File: config.mk
export PLATFORM = sky130hd
export DESIGN_NAME = ctrl_barrido_teclado
export DESIGN_NICKNAME = d
export VERILOG_FILES = /design/src/rtl/ctrl_barrido_teclado.sv
export SDC_FILE = /design/constraint.sdc
export NUM_CORES = 1
export LEC_CHECK = 0
export CAP_MARGIN = 20
export CELL_PAD_IN_SITES_DETAIL_PLACEMENT = 1
export CELL_PAD_IN_SITES_GLOBAL_PLACEMENT = 2
export CORE_MARGIN = 3
export CORE_UTILIZATION = 32
export DETAILED_ROUTE_END_ITERATION = 12
export PLACE_DENSITY = 0.82
export SLEW_MARGIN = 0
export SYNTH_ARGS = -nofsm -noshare
export SYNTH_HDL_FRONTEND = slang
export SYNTH_SLANG_ARGS = --single-unit
File: constraint.sdc
create_clock -name clk -period 2 [get_ports clk]
set_clock_uncertainty 0.05 [all_clocks]
set_input_delay 0.4 -clock clk [delete_from_list [all_inputs] [get_ports clk]]
set_output_delay 0.4 -clock clk [all_outputs]
set_load 0.1 [all_outputs]
File: src/rtl/ctrl_barrido_teclado.sv
// Scan controller for a WIDTH x COLS matrix keypad: rotates a one-hot row drive,
// debounces press and release, and hands the encoded key out on a valid/ack pair.
module ctrl_barrido_teclado #(
  parameter int WIDTH      = 4,
  parameter int COLS       = 4,
  parameter int SCAN_DIV   = 1000,
  parameter int DEB_CYCLES = 5000,
  parameter int CODE_W     = $clog2(WIDTH*COLS)
) (
  input  logic              clk,
  input  logic              rst,
  input  logic [COLS-1:0]   columna,
  input  logic              tecla_ack,
  output logic [WIDTH-1:0]  fila,
  output logic [CODE_W-1:0] tecla,
  output logic              tecla_valida,
  output logic              tecla_overrun
);

  localparam int DIV_W = $clog2(SCAN_DIV);
  localparam int DEB_W = $clog2(DEB_CYCLES + 1);

  localparam logic [DIV_W-1:0] DIV_LAST  = DIV_W'(SCAN_DIV - 1);
  localparam logic [DIV_W-1:0] DIV_ZERO  = DIV_W'(0);
  localparam logic [DIV_W-1:0] DIV_ONE   = DIV_W'(1);
  localparam logic [DEB_W-1:0] DEB_LAST  = DEB_W'(DEB_CYCLES - 1);
  localparam logic [DEB_W-1:0] DEB_ZERO  = DEB_W'(0);
  localparam logic [DEB_W-1:0] DEB_ONE   = DEB_W'(1);
  localparam logic [COLS-1:0]  COL_ZERO  = {COLS{1'b0}};
  localparam logic [WIDTH-1:0] FILA_INIT = {{(WIDTH-1){1'b0}}, 1'b1};

  typedef enum logic [2:0] {
    SCAN      = 3'd0,
    DEB_PRESS = 3'd1,
    EMIT      = 3'd2,
    WAIT_REL  = 3'd3,
    DEB_REL   = 3'd4
  } state_t;

  state_t            state_r;
  logic [DIV_W-1:0]  div_cnt_r;
  logic [DEB_W-1:0]  deb_cnt_r;
  logic [COLS-1:0]   col_meta_r;
  logic [COLS-1:0]   col_sync_r;
  logic [COLS-1:0]   col_cap_r;
  logic [WIDTH-1:0]  fila_next_s;

  // Row index of the active row times COLS plus the lowest pressed column.
  function automatic logic [CODE_W-1:0] encode(input logic [WIDTH-1:0] f,
                                               input logic [COLS-1:0]  c);
    int r;
    int k;
    r = 0;
    k = 0;
    for (int i = WIDTH - 1; i >= 0; i--) begin
      if (f[i]) r = i;
    end
    for (int j = COLS - 1; j >= 0; j--) begin
      if (c[j]) k = j;
    end
    encode = CODE_W'(r * COLS + k);
  endfunction

  assign fila_next_s = {fila[WIDTH-2:0], fila[WIDTH-1]};

  // Two-flop synchronizer for the asynchronous column lines.
  always_ff @(posedge clk) begin
    if (rst) begin
      col_meta_r <= COL_ZERO;
      col_sync_r <= COL_ZERO;
    end else begin
      col_meta_r <= columna;
      col_sync_r <= col_meta_r;
    end
  end

  // Scan/debounce FSM with the output handshake registers.
  always_ff @(posedge clk) begin
    if (rst) begin
      state_r       <= SCAN;
      div_cnt_r     <= DIV_ZERO;
      deb_cnt_r     <= DEB_ZERO;
      col_cap_r     <= COL_ZERO;
      fila          <= FILA_INIT;
      tecla         <= {CODE_W{1'b0}};
      tecla_valida  <= 1'b0;
      tecla_overrun <= 1'b0;
    end else begin
      tecla_overrun <= 1'b0;
      if (tecla_valida && tecla_ack) begin
        tecla_valida <= 1'b0;
      end else begin
        tecla_valida <= tecla_valida;
      end

      case (state_r)
        SCAN: begin
          if (div_cnt_r == DIV_LAST) begin
            div_cnt_r <= DIV_ZERO;
            if (col_sync_r == COL_ZERO) begin
              fila <= fila_next_s;
            end else begin
              col_cap_r <= col_sync_r;
              deb_cnt_r <= DEB_ZERO;
              state_r   <= DEB_PRESS;
            end
          end else begin
            div_cnt_r <= div_cnt_r + DIV_ONE;
          end
        end

        DEB_PRESS: begin
          if (col_sync_r == col_cap_r) begin
            if (deb_cnt_r == DEB_LAST) begin
              deb_cnt_r <= DEB_ZERO;
              state_r   <= EMIT;
            end else begin
              deb_cnt_r <= deb_cnt_r + DEB_ONE;
            end
          end else begin
            // A bounce aborts the press; the same row gets a fresh dwell.
            deb_cnt_r <= DEB_ZERO;
            div_cnt_r <= DIV_ZERO;
            state_r   <= SCAN;
          end
        end

        EMIT: begin
          if (!tecla_valida || tecla_ack) begin
            tecla        <= encode(fila, col_cap_r);
            tecla_valida <= 1'b1;
          end else begin
            tecla_overrun <= 1'b1;
          end
          state_r <= WAIT_REL;
        end

        WAIT_REL: begin
          if (col_sync_r == COL_ZERO) begin
            deb_cnt_r <= DEB_ZERO;
            state_r   <= DEB_REL;
          end else begin
            state_r <= WAIT_REL;
          end
        end

        DEB_REL: begin
          if (col_sync_r == COL_ZERO) begin
            if (deb_cnt_r == DEB_LAST) begin
              deb_cnt_r <= DEB_ZERO;
              div_cnt_r <= DIV_ZERO;
              fila      <= fila_next_s;
              state_r   <= SCAN;
            end else begin
              deb_cnt_r <= deb_cnt_r + DEB_ONE;
            end
          end else begin
            deb_cnt_r <= DEB_ZERO;
            state_r   <= WAIT_REL;
          end
        end

        default: begin
          state_r   <= SCAN;
          div_cnt_r <= DIV_ZERO;
          deb_cnt_r <= DEB_ZERO;
          fila      <= FILA_INIT;
        end
      endcase
    end
  end

endmodule

Word level (Yosys, flattened, before mapping)
Index checks and enable logic that the tools add are counted.
Operators by class
  add/subtract/negate cells: 3
  multipliers: 0
  divide/modulo/power cells: 0
  $lt $le $gt $ge: 0
  equality and inequality tests: 16
  shifts and indexed selects: 0
  multiplexer cells: 43
  bitwise operators: 4
  reduce and logical (&&, ||, !) cells: 14
Operator list (count)
  13-bit two-way mux: 6
  13-bit case mux with 5 select lines: 1
  10-bit two-way mux: 4
  10-bit case mux with 4 select lines: 1
  4-bit two-way mux: 9
  3-bit two-way mux: 7
  2-bit two-way mux: 9
  3-bit case mux with 5 select lines: 1
  2-bit != test (second input constant): 7
  13-bit by 1-bit adder with 13-bit output (second input constant): 1
  13-bit equality test (second input constant): 1
  4-bit case mux with 3 select lines: 1
  4-bit AND reduction: 3
  10-bit by 1-bit adder with 10-bit output (second input constant): 1
  10-bit equality test (second input constant): 1
  3-bit by 2-bit equality test with 1-bit output (second input constant): 2
  3-bit != test (second input constant): 2
  5-bit AND reduction: 1
  4-bit adder: 1
  4-bit equality test: 1
  4-bit logical NOT: 1
  1-bit two-way mux: 4
  1-bit inverter: 4
  2-bit OR reduction: 2
  9 further kinds: 9
Word-level totals
  flip-flop bits (word level): 48
  bits in latches: 0
  memory bits (writable): 0
  bits in read-only memories: 0
  input port bits: 7
  output and inout bits: 10
  logic and storage cells: 90
  memories kept: 0

Depth between registers and ports, before layout
Gate-level depths: netlist of the first run.
  depth in word-level cells: 8
  mapped depth: 8
  depth with buffers taken out: 6

Worst setup path before layout of the first run
No wires, ideal clock.
  path type: register to register
  start: reg deb_cnt_r[3]
  end: reg div_cnt_r[8]
  library setup time: 134 ps
  data arrival time: 1748 ps
  data required time: 1816 ps
  slack: 68 ps
  cell stages (with the launch flop): 7
  path buffers: 1
  period minus slack after synthesis: 1932 ps
  cell sequence: dfxtp_1 -> or4b_1 -> or3_4 -> o21ai_1 -> a31o_2 -> buf_6 -> a311oi_1
On the way
  word-level cells in the longest chain between the ends: 3
Ends and longest elaborated chain
  from (decl): RTL line 42  | logic [DEB_W-1:0] deb_cnt_r;
  from (signal assigned): RTL line 118  | deb_cnt_r <= deb_cnt_r + DEB_ONE;
  from (signal assigned): RTL line 155  | deb_cnt_r <= deb_cnt_r + DEB_ONE;
  13-bit equality test: RTL line 149  | if (deb_cnt_r == DEB_LAST) begin
  2-bit != test (no source line)
  4-bit AND reduction (no source line)
  to (signal assigned): RTL line 108  | div_cnt_r <= div_cnt_r + DIV_ONE;
  to (decl): RTL line 41  | logic [DIV_W-1:0] div_cnt_r;
Every way passes these cells.
A chain may end at the register's enable or synchronous reset.

Worst setup path in the final report of the first run
  start: reg deb_cnt_r[4]
  end: reg div_cnt_r[9]
Same word-level chain as after synthesis.

==> results.json, run 1 <==
{
  "cts_max_level": 2,
  "path_clk_slew_ns": 0.09,
  "r2r_start": "deb_cnt_r[4]",
  "fp.dieH_um": 91.7,
  "r2r_end": "div_cnt_r[9]",
  "yosys_warnings": 0,
  "drt-vias-per-instance": 5.32,
  "die_x_um": 91.7,
  "coreArea_sq_um": 6940,
  "r2r_cells": 5,
  "grt_pass1_vias": 2252,
  "nets": 330,
  "first_iter_violations": 71,
  "grt_start_max_net_pins": 22,
  "wire_per_inst_um": 15.9,
  "min_path_type": "reg -> reg",
  "syn_to_final_growth_pct": 34.1,
  "start_util": 0.339,
  "yosysTopAreaCellShare": 0.409,
  "die_area_sq_um": 8420,
  "ys.flop_type": "dfxtp_1",
  "end_kind": "register",
  "crit_fanout": 5,
  "cts_sinks": 48,
  "holdWs_ns": 0.400,
  "ir_drop_mv": 0.336,
  "place.gp.congestion": 0.850,
  "hold_viol": 0,
  "synth_top_area_cell": "dfxtp_1",
  "wl_um": 6630,
  "slew_headroom": 0.666,
  "ff2ff_setup_slack_ns": 0.03,
  "place.port_buffers": 16,
  "drc_errors": 0,
  "syn_avg_cell_area_sq_um": 8.74,
  "crit_path_start_kind": "register",
  "crit_start": "deb_cnt_r[4]",
  "fin_cells": 418,
  "seq_area_frac_synth": 0.409,
  "power_density_nw_per_um2": 569,
  "hpwl_um": 4750,
  "netlist_area_sq_um": 2350,
  "tightest_slew_ns": 0.497,
  "fmaxAchievable_mhz": 506,
  "diodes": 0,
  "worstSkewPairLatency_ns": 0.31,
  "status": "complete, no violations",
  "grt_pass1_wl_um": 11200,
  "crit_required_ns": 2.14,
  "period_share": 0.987,
  "synth.most_common_cell": "dfxtp_1",
  "drive_gt1_frac": 0.276,
  "seq_area_sq_um": 965,
  "finalSetupViolations": 0,
  "first_pass_iters": 4,
  "grt_use_total": 0.164,
  "std_cell_rows": 30,
  "root_buffer": "clkbuf_8",
  "drv_cap": 0,
  "io_pins": 17,
  "ant_nets": 0,
  "antenna_found_initial": 0,
  "numCtsBuffers": 5,
  "synthArstFlopShare": 0,
  "final.setup.worst_slack_ns": 0.0251,
  "period_minus_slack_ns": 1.97,
  "dp_slack_ns": -0.0693,
  "endpoint": "div_cnt_r[9]",
  "vias": 2223,
  "synth_common_cells": "dfxtp_1 (48), nor3_1 (26), a21oi_1 (24), nand2_1 (21), nor2_1 (15)",
  "synth_nets": 278,
  "clk_path_buf_depth": 2,
  "crit_type": "reg -> reg",
  "synth-edff-count": 0,
  "critPathArrivalTime_ns": 2.11,
  "cts_tree": "built",
  "setup_tns_ns": 0,
  "overflow": 0,
  "fillers": 802,
  "multiInputGateArea_sq_um": 1420,
  "netlist_top_cells_area": "dfxtp_1 (41%), nor3_1 (5.5%), a21oi_1 (5.1%)",
  "drv_slew": 0,
  "synth_cell_types": 54,
  "place_inst": 408,
  "rsz0062_at_grt": "yes",
  "postSynthRegisterBits": 48,
  "synthCells": 269,
  "leakagePower_nw": 1.19
}
## cells in the final DEF, fill, tap and decap left out, types with 2 or more instances in the layout
cell | Yosys | routed
nor4_4 | 1 | 3
nand3_1 | 10 | 10
dfxtp_2 | 0 | 3
buf_4 | 2 | 46
a21oi_2 | 2 | 2
a21oi_1 | 24 | 24
buf_12 | 0 | 6
nand2_1 | 21 | 21
xnor2_1 | 13 | 13
a311oi_1 | 5 | 3
clkbuf_8 | 0 | 5
nor2_1 | 15 | 15
nor3_2 | 0 | 2
a211oi_1 | 4 | 4
xor2_1 | 2 | 2
o21ai_1 | 2 | 3
a41oi_1 | 2 | 2
nand4_1 | 8 | 8
nor2b_1 | 9 | 9
and3_1 | 2 | 2
nand2b_1 | 4 | 4
o21ai_0 | 8 | 6
nor3_1 | 26 | 24
o21a_1 | 3 | 3
or4b_4 | 0 | 2
a311oi_2 | 0 | 2
ha_1 | 2 | 2
mux2i_1 | 2 | 2
o31ai_1 | 2 | 2
a31o_4 | 0 | 2
nor4_1 | 5 | 2
inv_1 | 6 | 6
dfxtp_1 | 48 | 45
or3_1 | 4 | 4
clkdlybuf4s50_1 | 0 | 5
nand3b_1 | 2 | 2
## metrics by stage
step	instance area (sq um)	util	power, mW
after global routing	3150	0.454	1.87
after detailed placement	2920	0.420	1.09
final	3150	0.454	1.80
after global placement	2920	0.420	1.09
after CTS	3070	0.442	1.82
after floorplan	2350	-	1.05
## per-layer routing
layer	track usage	share of wire	vias up
met5	0	0	-
met4	0.0408	0.018	0
met3	0.0369	0.029	12
met2	0.299	0.51	29
met1	0.194	0.44	1089
li1	-	-	1093
## worst min path at each step
stage	from	endpoint	slack [ns]	cells past startpoint
after floorplan	col_meta_r[0]	col_sync_r[0]	0.36	1
after global placement	col_meta_r[2]	col_sync_r[2]	0.37	1
after detailed placement	col_meta_r[2]	col_sync_r[2]	0.38	1
after CTS	col_meta_r[2]	col_sync_r[2]	0.41	1
after global routing	col_meta_r[2]	col_sync_r[2]	0.42	1
final	col_meta_r[2]	col_sync_r[2]	0.40	1
## state kept, by name, indices dropped and copies added, names as in the netlist
signal,count
div_cnt_r,10
deb_cnt_r,13
tecla_valida,1
fila,4
col_cap_r,4
tecla,4
col_meta_r,4
state_r,3
tecla_overrun,1
col_sync_r,4
## logic make-up (layout without fill, tap and decap cells)
family | after synthesis | count (layout) | share of synthesized area
mux | 2 | 2 | 0.00851
flops | 48 | 48 | 0.409
simple gates | 116 | 116 | 0.270
fa+ha+maj | 2 | 2 | 0.0106
buf+inv | 20 | 72 | 0.0394
compound gates | 66 | 67 | 0.207
xor+xnor | 15 | 15 | 0.0559
## final cells by class
type	count	area share
Multi-Input combinational cell	202	0.449
Tap cell	96	0.0381
Inverter	6	0.00714
Clock inverter	3	0.0135
Timing Repair Buffer	58	0.165
Sequential cell	48	0.306
Clock buffer	5	0.0218
## worst max-delay path, stage by stage, from the launching register on
cell and delay (ns):
dfxtp_2 0.33, or4b_4 0.53, or3_4 0.44, o21ai_4 0.19
a31o_4 0.22, a311oi_1 0.10
## where the power goes
part / total, mW / switching (mW) / internal (mW)
Sequential: 0.979 / 0.0116 / 0.968
Combinational: 0.0974 / 0.0520 / 0.0454
Clock: 0.719 / 0.348 / 0.370
Total: 1.80 / 0.412 / 1.38
## repair_timing
item / in CTS / in global routing
resized for setup: 5 / 18
cloned: 1 / 0
pin swaps: 4 / 2
buffers inserted: 0 / 1
hold buffers: 0 / 0
endpoints found under the setup margin: 11 / 23
Note: power is estimated with default switching activity, not from simulation.
==> run 2: changes to the inputs <==
CORE_UTILIZATION = 25   (was 32)
PLACE_DENSITY = 0.68   (was 0.82)
==> run 2 against run 1 <==
The flow now finishes with violations (setup timing). Sequential power is essentially flat. Die area grew 26%. Register-to-register slack lost 0.04 ns. Non-clock buffer count is the same. Wire length grew 1.2%.
==> results.json, run 2 (synthesis gave the netlist of run 1 again) <==
{
  "end_kind": "register",
  "drv_cap": 0,
  "crit_fanout": 5,
  "total_power_mw": 1.82,
  "regMostFlops": "deb_cnt_r",
  "ff2ff_setup_slack_ns": -0.01,
  "rsz0062_at_grt": "yes",
  "final_common_cell": "buf_4",
  "leakagePower_nw": 1.18,
  "r2r_start": "deb_cnt_r[6]",
  "crit_path_start_kind": "register",
  "slew_headroom": 0.575,
  "power_density_nw_per_um2": 580,
  "wire_per_inst_um": 15.6,
  "die_x_um": 103,
  "drt-met1-wl_um": 3250,
  "period_minus_slack_ns": 2.01,
  "crit_required_ns": 2.13,
  "grt_pass1_vias": 2275,
  "cts_max_level": 2,
  "path_clk_slew_ns": 0.10,
  "r2r_cells": 5,
  "violations": "setup timing",
  "io_pins": 17,
  "fillers": 1055,
  "route.met2.wl_um": 3150,
  "cts_tree": "built",
  "start_util": 0.263,
  "fp.dieH_um": 103,
  "critPathArrivalTime_ns": 2.14,
  "place.gp.congestion": 0.823,
  "first_iter_violations": 69,
  "place.port_buffers": 16,
  "grt_start_max_net_pins": 35,
  "overflow": 0,
  "coreArea_sq_um": 8930,
  "ant_nets": 0,
  "ir_drop_mv": 0.225,
  "largest_reg_flops": 13,
  "hpwl_um": 4860,
  "r2r_end": "div_cnt_r[3]",
  "std_cell_rows": 34,
  "crit_type": "reg -> reg",
  "drc_errors": 0,
  "cts_hold_buf": 0,
  "drv_slew": 0,
  "cts_sinks": 48,
  "syn_to_final_growth_pct": 33.1,
  "top_layer": "met4",
  "routed-wl-met3_um": 165,
  "vias": 2201,
  "die_area_sq_um": 10600,
  "min_path_type": "reg -> reg",
  "top_regs": "deb_cnt_r x13, div_cnt_r x10",
  "endpoint": "div_cnt_r[3]",
  "finalSetupViolations": 4,
  "first_pass_iters": 4,
  "hold_viol": 0,
  "numCtsBuffers": 5,
  "diodes": 0,
  "root_buffer": "clkbuf_8",
  "status": "complete, but fails checks",
  "nets": 330,
  "layout_common_cells": "buf_4 (48), dfxtp_1 (41), nor3_1 (25)",
  "grt_pass1_wl_um": 11100,
  "drt-vias-per-instance": 5.12,
  "tightest_slew_ns": 0.638,
  "clk_path_buf_depth": 2,
  "wl_um": 6720,
  "antenna_found_initial": 0,
  "final.setup.worst_slack_ns": -0.0142,
  "worstSkewPairLatency_ns": 0.31,
  "period_share": 1.01,
  "grt_use_total": 0.133,
  "fmaxAchievable_mhz": 496,
  "crit_start": "deb_cnt_r[6]",
  "drive_gt1_frac": 0.286,
  "holdWs_ns": 0.394
}
run 2: cell count changes in the layout (fill, tap and decap cells not counted), sizes merged:
cell / before / now
clkinv: 1 / 2
clkinvlp: 1 / 0
run 2: per-layer routing:
metal  track usage  vias up
met5             0        -
met2         0.222       26
met1         0.170     1075
met4        0.0518        0
met3        0.0223       14
li1              -     1086
run 2: how the worst min path moves through the flow:
stage,startpoint,to,slack [ns],depth (start not counted)
2_1_floorplan,col_meta_r[0],col_sync_r[0],0.36,1
3_3_place_gp,col_meta_r[0],col_sync_r[0],0.37,1
3_5_place_dp,col_meta_r[1],col_sync_r[1],0.38,1
4_1_cts,col_meta_r[1],col_sync_r[1],0.40,1
5_1_grt,col_meta_r[2],col_sync_r[2],0.41,1
6_report,col_meta_r[1],col_sync_r[1],0.39,1
run 2: metrics by stage:
stage	std cells	worst slack [ns]	cell area [sq um]	TNS, ns	utilization
after floorplan	269	0.0679	2350	0	-
after global placement	419	-0.0491	2900	-0.255	0.324
after detailed placement	419	-0.0931	2900	-0.652	0.324
after CTS	427	0.00481	3040	0	0.340
after global routing	430	-0.0491	3130	-0.415	0.351
final	430	-0.0142	3130	-0.0293	0.351
run 2: critical path, cell delays in order (launching register included):
cell      delay [ns]
dfxtp_2         0.33
or4b_4          0.55
or3_4           0.43
o21ai_4         0.19
a31o_4          0.24
a311oi_1        0.10
run 2: layout make-up:
cell class	count	area, sq um	share of cell area
flip-flops and latches	48	970	0.310
clock buffers	5	68.8	0.0220
inverters	6	22.5	0.00719
multi-input cells	202	1390	0.445
clock inverters	3	47.5	0.0152
repair buffers	58	495	0.158
well taps	108	135	0.0431
run 2: report_power, final:
part           internal [mW]  total (mW)  switching [mW]
sequential             0.968       0.981          0.0126
clock                  0.377       0.736           0.359
combinational         0.0468      0.0986          0.0517
total                   1.39        1.82           0.424
run 2: repair_timing:
item / in CTS / in global routing
setup buffers: 0 / 2
pin swaps: 1 / 7
endpoints found under the hold margin: 0 / 0
cloned: 0 / 1
endpoints found under the setup margin: 12 / 28
gates resized for setup: 4 / 18
